===== src/rtl/conv3x3_stream_if.sv =====
// Pixel-in / result-out bundle for conv3x3_stream.
// The master side is the pixel source and result sink; the slave side is the engine.
interface conv3x3_stream_if #(
    parameter int DW = 8,
    parameter int OW = 13
) ();
    logic          start;
    logic [1:0]    m;
    logic          in_valid;
    logic          in_ready;
    logic [DW-1:0] in_pix;
    logic          out_valid;
    logic [OW-1:0] out_pix;
    logic          busy;
    logic          ans;

    modport master (
        output start, m, in_valid, in_pix,
        input  in_ready, out_valid, out_pix, busy, ans
    );

    modport slave (
        input  start, m, in_valid, in_pix,
        output in_ready, out_valid, out_pix, busy, ans
    );
endinterface


===== src/rtl/conv3x3_stream.sv =====
// Streaming 3x3 convolution over one raster-order frame, with four fixed kernels.
// Two line buffers feed a 3x3 window; saturated results are registered one cycle after the pixel that completes a window.
module conv3x3_stream #(
    parameter int DW    = 8,
    parameter int IMG_W = 8,
    parameter int IMG_H = 8,
    parameter int OW    = 13
) (
    input  logic              clk,
    input  logic              rst,
    conv3x3_stream_if.slave   bus
);
    localparam int AW       = DW + 5;
    localparam int CW       = ((AW > OW) ? AW : OW) + 1;
    localparam int XW       = $clog2(IMG_W);
    localparam int YW       = $clog2(IMG_H);
    localparam int LB_DEPTH = 1 << XW;

    typedef enum logic [1:0] {IDLE, RUN, DONE} state_t;

    state_t          state_reg, state_next;
    logic [1:0]      mode_reg;
    logic [XW-1:0]   col_reg, col_next;
    logic [YW-1:0]   row_reg, row_next;
    logic            start_fire, accept, col_last, row_last, win_fire, frame_last;

    logic [DW-1:0]   lb0_mem [LB_DEPTH];
    logic [DW-1:0]   lb1_mem [LB_DEPTH];
    logic [DW-1:0]   lb0_rd, lb1_rd;

    logic [DW-1:0]   new_col [3];
    logic [DW-1:0]   win [3][3];
    logic signed [AW-1:0] prod [9];
    logic signed [AW-1:0] sum_full;
    logic signed [CW-1:0] sum_ext, sat_max, sat_min;
    logic [OW-1:0]   sat_pix;

    logic            out_valid_reg;
    logic [OW-1:0]   out_pix_reg;

    assign start_fire = (state_reg == IDLE) && bus.start;
    assign accept     = (state_reg == RUN) && bus.in_valid;
    assign col_last   = (col_reg == XW'(IMG_W - 1));
    assign row_last   = (row_reg == YW'(IMG_H - 1));
    assign win_fire   = accept && (row_reg >= YW'(2)) && (col_reg >= XW'(2));
    assign frame_last = accept && col_last && row_last;

    always_comb begin
        state_next = state_reg;
        case (state_reg)
            IDLE:    if (bus.start) state_next = RUN;
            RUN:     if (frame_last) state_next = DONE;
            DONE:    state_next = IDLE;
            default: state_next = IDLE;
        endcase
    end

    // col_next also addresses the line buffers, so the registered read lands on the column of the next pixel.
    always_comb begin
        col_next = col_reg;
        row_next = row_reg;
        if (start_fire) begin
            col_next = '0;
            row_next = '0;
        end else if (accept) begin
            if (col_last) begin
                col_next = '0;
                row_next = row_last ? '0 : row_reg + YW'(1);
            end else begin
                col_next = col_reg + XW'(1);
            end
        end
    end

    always_ff @(posedge clk or posedge rst) begin
        if (rst) begin
            state_reg <= IDLE;
            mode_reg  <= 2'b00;
            col_reg   <= '0;
            row_reg   <= '0;
        end else begin
            state_reg <= state_next;
            col_reg   <= col_next;
            row_reg   <= row_next;
            if (start_fire) mode_reg <= bus.m;
        end
    end

    // lb0 holds row r-1 and lb1 holds row r-2; on accept the older row shifts down.
    always_ff @(posedge clk) begin
        lb0_rd <= lb0_mem[col_next];
        lb1_rd <= lb1_mem[col_next];
        if (accept) begin
            lb0_mem[col_reg] <= bus.in_pix;
            lb1_mem[col_reg] <= lb0_rd;
        end
    end

    assign new_col[0] = lb1_rd;
    assign new_col[1] = lb0_rd;
    assign new_col[2] = bus.in_pix;

    // Only the two older columns are stored; the newest column is taken straight from the incoming pixel.
    genvar gi, gj;
    generate
        for (gi = 0; gi < 3; gi++) begin : g_row
            logic [DW-1:0] tap0_reg, tap1_reg;
            always_ff @(posedge clk) begin
                if (accept) begin
                    tap0_reg <= tap1_reg;
                    tap1_reg <= new_col[gi];
                end
            end
            assign win[gi][0] = tap0_reg;
            assign win[gi][1] = tap1_reg;
            assign win[gi][2] = new_col[gi];
        end
    endgenerate

    function automatic logic signed [3:0] coef(input logic [1:0] mode, input int i, input int j);
        logic signed [3:0] k;
        k = 4'sd0;
        case (mode)
            2'b00: k = (i == 1 && j == 1) ? 4'sd1 : 4'sd0;
            2'b01: k = 4'sd1;
            2'b10: begin
                if (i == 1 && j == 1)            k = 4'sd4;
                else if ((i == 1) != (j == 1))   k = -4'sd1;
                else                             k = 4'sd0;
            end
            default: begin
                if (j == 1)      k = 4'sd0;
                else if (i == 1) k = (j == 0) ? -4'sd2 : 4'sd2;
                else             k = (j == 0) ? -4'sd1 : 4'sd1;
            end
        endcase
        return k;
    endfunction

    generate
        for (gi = 0; gi < 3; gi++) begin : g_prod_row
            for (gj = 0; gj < 3; gj++) begin : g_prod_col
                assign prod[gi*3 + gj] = AW'(coef(mode_reg, gi, gj))
                                       * $signed({{(AW-DW){1'b0}}, win[gi][gj]});
            end
        end
    endgenerate

    always_comb begin
        sum_full = '0;
        for (int k = 0; k < 9; k++) begin
            sum_full = sum_full + prod[k];
        end
    end

    // Clamp bounds are built one bit wider than both AW and OW so either may be the larger.
    assign sum_ext = CW'(sum_full);
    assign sat_max = {{(CW-OW+1){1'b0}}, {(OW-1){1'b1}}};
    assign sat_min = {{(CW-OW+1){1'b1}}, {(OW-1){1'b0}}};

    always_comb begin
        sat_pix = sum_ext[OW-1:0];
        if (sum_ext > sat_max)      sat_pix = sat_max[OW-1:0];
        else if (sum_ext < sat_min) sat_pix = sat_min[OW-1:0];
    end

    always_ff @(posedge clk or posedge rst) begin
        if (rst) begin
            out_valid_reg <= 1'b0;
            out_pix_reg   <= '0;
        end else begin
            out_valid_reg <= win_fire;
            if (win_fire) out_pix_reg <= sat_pix;
        end
    end

    assign bus.in_ready  = (state_reg == RUN);
    assign bus.busy      = (state_reg != IDLE);
    assign bus.ans       = (state_reg == DONE);
    assign bus.out_valid = out_valid_reg;
    assign bus.out_pix   = out_pix_reg;
endmodule


===== src/flat_wrapper.sv =====
// flat-port wrapper written by rule: the top's interface ports become plain ports
module conv3x3_stream_flat 
#(
    parameter int DW    = 8,
    parameter int IMG_W = 8,
    parameter int IMG_H = 8,
    parameter int OW    = 13
)
  (clk, rst, bus_start, bus_m, bus_in_valid, bus_in_pix, bus_in_ready, bus_out_valid, bus_out_pix, bus_busy, bus_ans);
  conv3x3_stream_if #(.DW(DW), .OW(OW)) bus_i ();
  input  logic clk;
  input  logic rst;
  input wire logic [$bits(bus_i.start)-1:0] bus_start;
  input wire logic [$bits(bus_i.m)-1:0] bus_m;
  input wire logic [$bits(bus_i.in_valid)-1:0] bus_in_valid;
  input wire logic [$bits(bus_i.in_pix)-1:0] bus_in_pix;
  output wire logic [$bits(bus_i.in_ready)-1:0] bus_in_ready;
  output wire logic [$bits(bus_i.out_valid)-1:0] bus_out_valid;
  output wire logic [$bits(bus_i.out_pix)-1:0] bus_out_pix;
  output wire logic [$bits(bus_i.busy)-1:0] bus_busy;
  output wire logic [$bits(bus_i.ans)-1:0] bus_ans;
  assign bus_i.start = bus_start;
  assign bus_i.m = bus_m;
  assign bus_i.in_valid = bus_in_valid;
  assign bus_i.in_pix = bus_in_pix;
  assign bus_in_ready = bus_i.in_ready;
  assign bus_out_valid = bus_i.out_valid;
  assign bus_out_pix = bus_i.out_pix;
  assign bus_busy = bus_i.busy;
  assign bus_ans = bus_i.ans;
  conv3x3_stream #(.DW(DW), .IMG_W(IMG_W), .IMG_H(IMG_H), .OW(OW)) u_core (.clk(clk), .rst(rst), .bus(bus_i));
endmodule

===== config.mk =====
export PLATFORM = sky130hd
export DESIGN_NAME = conv3x3_stream_flat
export DESIGN_NICKNAME = d
export VERILOG_FILES = /design/src/rtl/conv3x3_stream_if.sv /design/src/rtl/conv3x3_stream.sv /design/src/flat_wrapper.sv
export SDC_FILE = /design/constraint.sdc
export NUM_CORES = 1
export LEC_CHECK = 0
export CORE_UTILIZATION = 58
export DETAILED_ROUTE_END_ITERATION = 8
export GPL_TIMING_DRIVEN = 0
export MAX_ROUTING_LAYER = met4
export PLACE_DENSITY_LB_ADDON = 0.25
export SETUP_SLACK_MARGIN = 0.2
export SLEW_MARGIN = 20
export SYNTH_ARGS = -nofsm -noshare
export SYNTH_HDL_FRONTEND = slang
export SYNTH_SLANG_ARGS = --single-unit

===== constraint.sdc =====
create_clock -name clk -period 7.05 [get_ports clk]
set_input_delay 1.7625 -clock clk [delete_from_list [all_inputs] [get_ports clk]]
set_output_delay 1.7625 -clock clk [all_outputs]
set_load 0.005 [all_outputs]

; After elaboration in Yosys (flattened, before gate mapping)
; Memory sizes are Yosys's and may differ from the RTL's. A register that Yosys moved wholly into a read port is not among the register bits.
; Cells that the tools add are included.
[op_classes]
n_lt_le_gt_ge = 4
n_eq_ne = 8
n_mul = 9
muxes = 20
n_addsub = 10
n_reduce_logical = 15
[op_table]
columns = operator, count
row1 = $add 13x13->13, 7
row2 = $mul 4x9->13, 6
row3 = $mux 13, 2
row4 = $pmux 4 s3, 2
row5 = $mux 3, 7
row6 = $mul 1x8->9, 2
row7 = $pmux 4 s2, 2
row8 = $add 13x10->13, 1
row9 = $gt 13x13->1 const B, 1
row10 = $lt 13x13->1 const B, 1
row11 = $mul 3x8->11, 1
row12 = $add 3x1->3 const B, 2
row13 = $eq 3x3->1 const B, 2
row14 = $ge 3x2->1 const B, 2
row15 = $logic_and 1x1->1, 6
row16 = $pmux 3 s2, 1
row17 = $reduce_bool 2->1, 3
row18 = $eq 2x1->1 const B, 2
row19 = $eq 2x2->1 const B, 2
row20 = $logic_not 2->1, 2
row21 = $mux 2, 2
row22 = $pmux 2 s2, 1
row23 = $reduce_and 2->1, 2
row24 = $reduce_or 2->1, 2
row25 = other kinds (3), 5
[word_totals]
n_memories = 2
ramBits = 128
reg_bits = 72
word_cells = 80
inputBits = 14
[mem_list]
columns = name, depth, width, read_ports, rd_clocked_by_memory_dff, write_ports, line
row1 = u_core.lb0_mem, 8, 8, 1, 1, 1, conv3x3_stream.sv:27  ; logic [DW-1:0] lb0_mem [LB_DEPTH];
row2 = u_core.lb1_mem, 8, 8, 1, 1, 1, conv3x3_stream.sv:28  ; logic [DW-1:0] lb1_mem [LB_DEPTH];

; Longest topological paths before layout
; Gate-level depths: netlist of run 1.
[depth]
ltp_word = 15
ltp_mapped = 33
depth_no_buf = 33

; Least setup slack after synthesis of run 1
; No wires, ideal clock.
[synth_path]
kind = register -> register
from = reg u_core.mode_reg[0]
to = reg u_core.out_pix_reg[10], in the netlist u_core.bus.out_pix[10]
required_time_ns = 6.916
setup_slack_ns = -0.386
path_buffers = 1
t_arrival_ns = 7.302
path_stages_with_launch = 33
setup_ns = 0.134
cell_sequence = dfrtp_1 -> ha_1 -> buf_2 -> nor2_1 -> and2_1 -> ha_1 -> ha_1 -> inv_1 -> fa_1 -> inv_1 -> a21oi_1 -> o21bai_1 -> xor2_1 -> fa_1 -> fa_1 -> inv_1 -> fa_1 -> inv_1 -> ha_1 -> inv_1 -> fa_1 -> inv_1 -> fa_1 -> inv_1 -> fa_1 -> inv_1 -> ha_1 -> nand4_1 -> a21oi_1 -> and3b_1 -> o21ai_0 -> xnor2_1 -> o21ai_0
[synth_between]
elab_chain_cells = 15
word_cells_on_any_way = 32
[synth_lines]
columns = item, line
row1 = "start, declared", conv3x3_stream.sv:22  ; logic [1:0] mode_reg;
row2 = "start signal, assigned", conv3x3_stream.sv:85  ; if (start_fire) mode_reg <= bus.m;
row3 = $eq 2x2->1 / $logic_not 2->1 (equally long branches), conv3x3_stream.sv:123  ; case (mode)
row4 = $reduce_or 2->1 (no line), --
row5 = $pmux 4 s2, conv3x3_stream.sv:123
row6 = $mul 4x9->13, conv3x3_stream.sv:144  ; * $signed({{(AW-DW){1'b0}}, win[gi][gj]});
row7 = $add 13x13->13 (7 in a row), conv3x3_stream.sv:152  ; sum_full = sum_full + prod[k];
row8 = $add 13x10->13 (*), conv3x3_stream.sv:152
row9 = $lt 13x13->1, conv3x3_stream.sv:164  ; else if (sum_ext < sat_min) sat_pix = sat_min[OW-1:0];
row10 = $mux 13, conv3x3_stream.sv:164
row11 = $mux 13 (*), conv3x3_stream.sv:163  ; if (sum_ext > sat_max) sat_pix = sat_max[OW-1:0];
row12 = "end signal, assigned", conv3x3_stream.sv:173  ; if (win_fire) out_pix_reg <= sat_pix;
row13 = "end, declared", conv3x3_stream.sv:39  ; logic [OW-1:0] out_pix_reg;
; Every way passes the cells marked *; elsewhere a longest branch is shown, timed or not.
; A chain may end at the register's enable or synchronous reset.

; Worst setup path after layout of run 1
[layout_path]
from = reg u_core.mode_reg[0]
to = reg u_core.out_pix_reg[12], in the netlist u_core.bus.out_pix[12]
; The elaborated chain is that of the path after synthesis.

==> summary.md, run 1 <==
| Metric | Value |
|---|---|
| Grt total ovfl | `0` |
| # IOs | `31` |
| CP arrival | `roughly 7600 ps` |
| Number of cell rows | `slightly below 60` |
| Hold path cells | `0` |
| Slew HR | `0.358` |
| Worst R2R Path Depth | `32` |
| Unrepaired setup endpoints after global routing | `true` |
| Diode count | `0` |
| GRT Total Usage | `0.275` |
| Skew final | `~36 ps` |
| Final Max Tran Viols | `0` |
| P&R area growth vs syn | `14.4%` |
| Crit end category | `register` |
| Fill count | `around 1,800` |
| Yosys top cell area share | `0.339` |
| Max_cap viols | `0` |
| Final critical-path required period | `about 7200 ps` |
| Slowest CP cell | `fa_1` |
| Synth warn | `0` |
| Slowest cell delay on critical path | `slightly above 500 ps` |
| Critical Path RT | `between 7000 and 8000 ps` |
| Sink Count | `about 220` |
| Vias/cell | `5.43` |
| First-pass GRT wire length | `between 50,000 and 60,000 um` |
| Final nets | `1,669` |
| Setup WS post-layout | `-128 ps` |
| Main synth FF type | `edfxtp_1` |
| Syn nets | `roughly 1,600` |
| H-tree depth | `1` |
| Commonest non-fill, non-tap cells in the layout | `inv_1, fa_1, edfxtp_1` |
| Cells after Synth | `roughly 1,300` |
| CP Launch Type | `register` |
| Die extent in y | `around 170 um` |
| Routability cong. | `0.906` |
| Max Root-Sink Buffers | `3` |
| Root buf cell | `clkbuf_16` |
| Worst-case hold slack | `~420 ps` |
| Synth area leader | `edfxtp_1` |
| CTS tree | `built` |
| # DRC | `3` |
| Layout cell share with drive strength beyond 1 | `0.143` |
| Chip width | `166 um` |
| Worst-path fanout max | `5` |
| Via count | `just over 9,000` |
| Placed cells | `roughly 1,700` |
| Final std cells w/o fill | `~1,700` |
| Post-synth ARST share | `0.111` |
| Outcome | `finished, violations left` |
| Core footprint | `26,200 um2` |
| Initial drt markers | `slightly below 700` |
| Final HPWL DP | `25,700 um` |
| Port-buffer cells | `30` |
| Worst Tran Pin Value | `about 960 ps` |
| Hold Vio Cnt, Final | `0` |
| Largest cells by area after synthesis | `edfxtp_1, fa_1, inv_1, ha_1, mux2i_1` |
| Cell mode on critical path | `inv_2` |
| Initial Utilization | `0.596` |
| WS Path Type | `reg -> reg` |
| Clock latency on the worst-skew pair | `approximately 530 ps` |
| Antenna violations before repair | `1` |
| Post-Syn Area | `between 15,000 and 20,000 um2` |
| Synth cell types | `between 40 and 50` |
| Largest net degree at the start of global routing | `54` |
| Fin crit share | `1.02` |
| Area of the multi-input gates | `about 8600 um2` |
| Detail Route Antenna Nets | `0` |
| Seq/Total Area, Yosys | `0.398` |
| Largest regs | `u_core.lb0_mem x64, u_core.lb1_mem x64` |
| Failing checks | `design-rule violations, negative setup slack` |
| Pre-Repair DR Iteration Count | `7` |
| CTS Buf Count | `25` |
| DIE AREA | `approximately 28,000 um2` |
| Reg area | `about 6200 um2` |
| Final wirelength | `between 30,000 and 40,000 um` |
| WL/cell | `20.0 um` |
| Commonest non-fill, non-tap cell in the layout | `inv_1` |
| Avg Cell Area, Syn | `between 10 and 15 um2` |
| Vias in the first global route | `between 10,000 and 15,000` |
| Synthesis-stage register bit count | `around 220` |
| Post-synth EDFFs | `between 150 and 200` |
| Clk slew on worst S/H paths | `~70 ps` |
| Final setup fails | `5` |
| Fmax | `139 MHz` |
| Worst min path class | `reg -> reg` |
[metrics by stage]
| step | utilization | instance area, um2 | setup WS [ps] | TNS (ps) |
|---|---|---|---|---|
| final | 0.681 | 17900 | -128 | -434 |
| after global routing | 0.681 | 17900 | -323 | -1440 |
| after CTS | 0.673 | 17600 | -145 | -363 |
| after detailed placement | 0.632 | 16600 | -941 | -6610 |
| after global placement | 0.627 | 16400 | -868 | -5930 |
| after floorplan | - | 15700 | 218 | 0 |
[Yosys cell counts (all sizes together), types with 2 or more instances]
| cell type | instances |
|---|---|
| inv | 275 |
| fa | 208 |
| edfxtp | 176 |
| nand2 | 89 |
| ha | 79 |
| mux2i | 78 |
| and2 | 77 |
| nor2 | 29 |
| xnor2 | 26 |
| dfrtp | 24 |
| a21oi | 19 |
| clkbuf | 19 |
| nand2b | 19 |
| nor2b | 19 |
| mux2 | 18 |
| o21ai | 18 |
| dfxtp | 16 |
| o22ai | 16 |
| buf | 15 |
| xor2 | 8 |
| a21o | 7 |
| nand3 | 6 |
| nor3 | 6 |
| a31oi | 5 |
| o21bai | 4 |
| maj3 | 3 |
| or2 | 3 |
| nand4 | 2 |
[per-layer routing]
| layer | track usage | wire, um | vias up |
|---|---|---|---|
| li1 | - | - | 4215 |
| met1 | 0.379 | 14800 | 4746 |
| met2 | 0.429 | 16300 | 331 |
| met3 | 0.0472 | 2440 | 61 |
| met4 | 0.0695 | 922 | 0 |
| met5 | - | 0 | - |
[worst paths after layout]
| check | startpoint | to | slack, ps |
|---|---|---|---|
| worst min register to register | u_core.lb1_rd[2]$_DFF_P_ | u_core.g_row[0].tap1_reg[2]$_DFFE_PP_ | 420 |
| worst max-delay path | u_core.mode_reg[0]$_DFFE_PP0P_ | u_core.bus.out_pix[12]$_DFFE_PP0P_ | -130 |
| worst max register to register | u_core.mode_reg[0]$_DFFE_PP0P_ | u_core.bus.out_pix[12]$_DFFE_PP0P_ | -130 |
| max in group asynchronous | rst | u_core.mode_reg[0]$_DFFE_PP0P_ | 4920 |
| min in group asynchronous | rst | u_core.bus.out_pix[12]$_DFFE_PP0P_ | 1640 |
| worst min-delay path | u_core.lb1_rd[2]$_DFF_P_ | u_core.g_row[0].tap1_reg[2]$_DFFE_PP_ | 420 |
[logic make-up after synthesis]
| logic type | Yosys count | synth area share |
|---|---|---|
| and+or+nand+nor | 255 | 0.0834 |
| xor gates and xnor gates | 34 | 0.0196 |
| muxes | 96 | 0.0630 |
| adders and majority gates | 290 | 0.332 |
| DFF | 216 | 0.398 |
| buffers and inverters | 310 | 0.0766 |
| AOI/OAI and AO/OA | 72 | 0.0279 |
[worst max-delay path: cells and delay by family (launching register included)]
family          cells  cell delay, ps
compound gates      5             640
xor+xnor            2             300
fa+ha+maj          11            4220
buf+inv             9             530
flops               1             480
simple gates        5             880
[repair_timing]
item                       4_1_cts  5_1_grt
setup endpoints to repair       10        9
resized for setup               55       42
setup buffers                   19        7
cloned                           0        0
hold buffers                     0        0
pin swaps                       20       33
[area by class of cell]
type | count | share of cell area
sequential | 216 | 0.348
clock buffer | 36 | 0.0390
inverter | 276 | 0.0583
buffer | 34 | 0.0118
clock inverter | 9 | 0.00378
tap | 335 | 0.0235
timing repair buffer | 68 | 0.0340
multi-input combinational | 747 | 0.482
Power of run 1 is not shown: default switching activity piles up to over one toggle a cycle in this logic, so the estimate is an artifact.
==> inputs of run 2 (changes only) <==
--- a/config.mk
+++ b/config.mk
@@ -5,6 +5,7 @@
 export SDC_FILE = /design/constraint.sdc
 export NUM_CORES = 1
 export LEC_CHECK = 0
+export CORE_MARGIN = 4
 export CORE_UTILIZATION = 58
 export DETAILED_ROUTE_END_ITERATION = 8
 export GPL_TIMING_DRIVEN = 0
==> summary.md, run 2 (synthesis gave the netlist of run 1 again) <==
| Metric | Value |
|---|---|
| Critical Path RT | `around 7500 ps` |
| Port-buffer cells | `30` |
| Fin crit share | `1.01` |
| Post-Place Setup Slack | `-916 ps` |
| Worst r2r dst | `u_core.bus.out_pix[12]$_DFFE_PP0P_` |
| Slew HR | `0.385` |
| Layout cell share with drive strength beyond 1 | `0.129` |
| GR Util met2 | `0.394` |
| Setup WS post-layout | `-68.5 ps` |
| Hold path cells | `0` |
| HP Start | `u_core.lb1_rd[1]$_DFF_P_` |
| Via count | `between 9,000 and 10,000` |
| Worst min path class | `reg -> reg` |
| Global Route met1 Usage | `0.360` |
| Setup_tns | `-192 ps` |
| Antenna violations before repair | `0` |
| Largest regs | `u_core.lb0_mem x64, u_core.lb1_mem x64` |
| Final nets | `1,662` |
| Failing checks | `negative setup slack` |
| Skew final | `12.7 ps` |
| M3 GR Usage | `0.0345` |
| CTS tree | `built` |
| Pre-Repair DR Iteration Count | `5` |
| Slowest CP cell | `fa_1` |
| GRT Total Usage | `0.252` |
| Reg2Reg Setup Slack | `-70 ps` |
| Routability cong. | `approximately 0.9` |
| Root buf cell | `clkbuf_16` |
| Final HPWL DP | `between 20,000 and 30,000 um` |
| # DRC | `0` |
| Hold Buf Count CTS | `0` |
| Worst-path fanout max | `10` |
| Hold Vio Cnt, Final | `0` |
| Die extent in y | `approximately 170 um` |
| Detail Route Antenna Nets | `0` |
| CP Launch Type | `register` |
| H-tree depth | `1` |
| Max_cap viols | `0` |
| Unrepaired setup endpoints after global routing | `true` |
| Max Root-Sink Buffers | `3` |
| Commonest non-fill, non-tap cell in the layout | `inv_1` |
| Sink Count | `~220` |
| Outcome | `finished, violations left` |
| Initial Utilization | `0.594` |
| Crit path buf inv count | `8` |
| DIE AREA | `a little under 30,000 um2` |
| Busiest grt layer | `met2` |
| WS Path Type | `reg -> reg` |
| Vias in the first global route | `between 10,000 and 15,000` |
| Clk slew on worst S/H paths | `roughly 70 ps` |
| Largest net degree at the start of global routing | `54` |
| Number of cell rows | `between 50 and 60` |
| Core footprint | `~26,000 um2` |
| Final setup fails | `5` |
| End of the worst hold path | `u_core.g_row[0].tap1_reg[1]$_DFFE_PP_` |
| Worst-case hold slack | `roughly 430 ps` |
| Worst Tran Pin Value | `slightly above 900 ps` |
| Final wirelength | `approximately 34,000 um` |
| Vias/cell | `about 5.4` |
| Chip width | `172 um` |
| Slowest cell delay on critical path | `approximately 530 ps` |
| Initial drt markers | `750` |
| Final critical-path required period | `a little over 7000 ps` |
| Commonest non-fill, non-tap cells in the layout | `inv_1, fa_1, edfxtp_1` |
| Final Max Tran Viols | `0` |
| Fmax | `140 MHz` |
| Grt total ovfl | `0` |
| WL/cell | `between 15 and 20 um` |
| CTS Buf Count | `24` |
| P&R area growth vs syn | `13.8%` |
| CP arrival | `7550 ps` |
| First-pass GRT wire length | `55,100 um` |
| Worst R2R Path Depth | `29` |
| Crit end category | `register` |
| Crit-path leading delay family | `adder cells` |
| Clock latency on the worst-skew pair | `540 ps` |
| Reg-to-reg critical path startpoint | `u_core.mode_reg[0]$_DFFE_PP0P_` |
| # IOs | `31` |
-- run 2: changes by cell type in the layout (fill, tap and decap cells not counted), moves of 2 or more --
| cell | change |
|---|---|
| dlygate4sd2_1 | +2 |
| inv_2 | -9 |
| clkbuf_1 | -4 |
| buf_6 | -3 |
| clkinv_1 | +3 |
| clkbuf_2 | -3 |
| clkinv_2 | +2 |
| clkbuf_8 | -4 |
| inv_1 | +8 |
| buf_4 | -4 |
| ha_4 | -2 |
-- run 2: per-stage QoR --
step	utilization	instances	area, um2
after detailed placement	0.630	1649	16600
after floorplan	-	1273	15700
final	0.676	1714	17800
after CTS	0.670	1709	17600
after global placement	0.625	1638	16400
after global routing	0.676	1713	17800
-- run 2: how the worst max path moves through the flow --
| stage | cells past startpoint | endpoint | slack, ps | startpoint |
|---|---|---|---|---|
| finish | 29 | u_core.bus.out_pix[12]$_DFFE_PP0P_ | -70 | u_core.mode_reg[0]$_DFFE_PP0P_ |
| global route | 28 | u_core.bus.out_pix[12]$_DFFE_PP0P_ | -350 | u_core.mode_reg[0]$_DFFE_PP0P_ |
| CTS | 32 | u_core.bus.out_pix[12]$_DFFE_PP0P_ | -120 | u_core.mode_reg[0]$_DFFE_PP0P_ |
| detailed placement | 20 | u_core.bus.out_pix[7]$_DFFE_PP0P_ | -920 | bus_in_pix[3] |
| global placement | 20 | u_core.bus.out_pix[7]$_DFFE_PP0P_ | -870 | bus_in_pix[3] |
| floorplan | 19 | u_core.bus.out_pix[7]$_DFFE_PP0P_ | 220 | bus_in_pix[3] |
-- run 2: routing by layer --
metal  routed length [um]  up-vias
li1                     -     4217
met1                14700     4712
met2                16000      333
met3                 2640       59
met4                  866        0
met5                    0        -
-- run 2: layout make-up --
cell class | instances | area, um2
Multi-Input combinational cell | 747 | 8570
Fill cell | 1840 | 8520
Sequential cell | 216 | 6210
Inverter | 276 | 1040
Clock buffer | 27 | 612
Timing Repair Buffer | 62 | 562
Tap cell | 335 | 419
Buffer | 34 | 210
Clock inverter | 16 | 128
Antenna cell | 1 | 2.50
-- run 2: repair_timing --
item / CTS / global route
pin swaps: 21 / 17
resized for setup: 50 / 24
buffers inserted: 17 / 4
endpoints found under the setup margin: 10 / 8
Power of run 2 is left out for the same reason.
==> inputs of run 3 (changes only) <==
--- a/config.mk
+++ b/config.mk
@@ -5,7 +5,7 @@
 export SDC_FILE = /design/constraint.sdc
 export NUM_CORES = 1
 export LEC_CHECK = 0
-export CORE_MARGIN = 4
+export CORE_MARGIN = 2
 export CORE_UTILIZATION = 58
 export DETAILED_ROUTE_END_ITERATION = 8
 export GPL_TIMING_DRIVEN = 0
==> summary.md, run 3 (synthesis gave the netlist of run 1 again) <==
| Metric | Value |
|---|---|
| P&R area growth vs syn | `15.5%` |
| # IOs | `31` |
| Commonest non-fill, non-tap cell in the layout | `inv_1` |
| Slowest CP cell | `fa_1` |
| H-tree depth | `1` |
| Final nets | `between 1,500 and 2,000` |
| Setup WS post-layout | `-146 ps` |
| Outcome | `finished, violations left` |
| Port-buffer cells | `30` |
| Placed cells | `1,657` |
| Area post-placement | `around 17,000 um2` |
| CTS Buf Count | `24` |
| Crit end category | `register` |
| Final HPWL DP | `between 20,000 and 30,000 um` |
| Hold path cells | `0` |
| Sink Count | `216` |
| Setup_tns | `-301 ps` |
| Via count | `around 9,500` |
| Reg-to-reg critical path startpoint | `u_core.mode_reg[0]$_DFFE_PP0P_` |
| Worst Tran Pin Value | `slightly above 900 ps` |
| Largest net degree at the start of global routing | `54` |
| Unrepaired setup endpoints after global routing | `true` |
| HP Start | `u_core.lb1_rd[6]$_DFF_P_` |
| CP Launch Type | `register` |
| Routed wl met2 | `17,500 um` |
| Final setup fails | `3` |
| Reg area | `just over 6000 um2` |
| Detail Route Antenna Nets | `0` |
| Number of cell rows | `60` |
| Critical Path RT | `7440 ps` |
| CP arrival | `7590 ps` |
| Worst-path fanout max | `5` |
| First-pass GRT wire length | `roughly 58,000 um` |
| WL/cell | `about 21 um` |
| DIE AREA | `28,200 um2` |
| Clk slew on worst S/H paths | `roughly 60 ps` |
| GRT Total Usage | `0.282` |
| Initial Utilization | `0.586` |
| Vias in the first global route | `10,500` |
| Max Root-Sink Buffers | `3` |
| Worst R2R Path Depth | `32` |
| Metal-1 WL | `15,600 um` |
| Clock latency on the worst-skew pair | `530 ps` |
| Final Util | `0.677` |
| Slew HR | `0.384` |
| Cell mode on critical path | `inv_2` |
| Root buf cell | `clkbuf_16` |
| # DRC | `0` |
| Reg2Reg Setup Slack | `-150 ps` |
| End of the worst hold path | `u_core.g_row[0].tap1_reg[6]$_DFFE_PP_` |
| Final critical-path required period | `7200 ps` |
| Chip width | `about 170 um` |
| Fin area | `roughly 18,000 um2` |
| Area of the multi-input gates | `around 8600 um2` |
| Worst r2r dst | `u_core.bus.out_pix[12]$_DFFE_PP0P_` |
| Die extent in y | `168 um` |
| Final Max Tran Viols | `0` |
| CP Launch Point | `u_core.mode_reg[0]$_DFFE_PP0P_` |
| DR top layer | `met4` |
| CTS tree | `built` |
| Commonest non-fill, non-tap cells in the layout | `inv_1, fa_1, edfxtp_1` |
| Failing checks | `negative setup slack` |
| Routability cong. | `a little over 0.9` |
| Fill count | `roughly 1,900` |
| Layout cell share with drive strength beyond 1 | `0.150` |
| Fmax | `about 140 MHz` |
| Hold Vio Cnt, Final | `0` |
| Fin crit share | `1.02` |
| Vias/cell | `between 5 and 6` |
| Max_cap viols | `0` |
| Diode count | `0` |
| Initial drt markers | `906` |
| WS Path Type | `reg -> reg` |
| Largest regs | `u_core.lb0_mem x64, u_core.lb1_mem x64` |
| Antenna violations before repair | `1` |
| Routed wl met3 | `around 2500 um` |
| Final std cells w/o fill | `1,732` |
| Grt total ovfl | `0` |
| Core footprint | `about 27,000 um2` |
| Slowest cell delay on critical path | `around 540 ps` |
| Worst min path class | `reg -> reg` |
| Pre-Repair DR Iteration Count | `5` |
| Final wirelength | `between 30,000 and 40,000 um` |
| Skew final | `approximately 22 ps` |
run 3: worst max path at each step:
stage,to,slack (ps),depth (start not counted)
2_1_floorplan,u_core.bus.out_pix[7]$_DFFE_PP0P_,220,19
3_3_place_gp,u_core.bus.out_pix[7]$_DFFE_PP0P_,-870,20
3_5_place_dp,u_core.bus.out_pix[7]$_DFFE_PP0P_,-960,20
4_1_cts,u_core.bus.out_pix[12]$_DFFE_PP0P_,-130,32
5_1_grt,u_core.bus.out_pix[12]$_DFFE_PP0P_,-350,27
6_report,u_core.bus.out_pix[12]$_DFFE_PP0P_,-150,32
run 3: timing repair:
| action | in CTS | in global routing |
|---|---|---|
| pin swaps | 29 | 39 |
| gates resized for setup | 62 | 46 |
| hold buffers | 0 | 0 |
| buffers inserted | 19 | 11 |
| gates cloned | 0 | 1 |
| endpoints found under the setup margin | 10 | 8 |
run 3: final cells by class:
cell class                      instances  area share
Inverter                              276      0.0581
Multi-Input combinational cell        747       0.478
Tap cell                              341      0.0237
Sequential cell                       216       0.344
Timing Repair Buffer                   74      0.0360
Buffer                                 34      0.0146
Clock inverter                         16      0.0109
Clock buffer                           28      0.0341
run 3: per-layer routing:
| metal | global-route usage | vias up |
|---|---|---|
| li1 | - | 4221 |
| met1 | 0.378 | 4808 |
| met2 | 0.446 | 381 |
| met3 | 0.0423 | 78 |
| met4 | 0.0975 | 0 |
| met5 | - | - |
run 3: through the flow:
step	hold slack, ps	setup slack (ps)
global route	440	-351
global placement	407	-865
CTS	426	-135
detailed placement	412	-959
floorplan	401	218
finish	427	-146
run 3: worst max-delay path, delay by kind of cell (launching register included):
family                     cells  cell delay [ps]
adders and majority gates     12             4410
buffers and inverters         10              630
DFF                            1              460
AOI/OAI and AO/OA              5              720
xor gates and xnor gates       2              320
and+or+nand+nor                3              500
Power of run 3 is left out for the same reason.
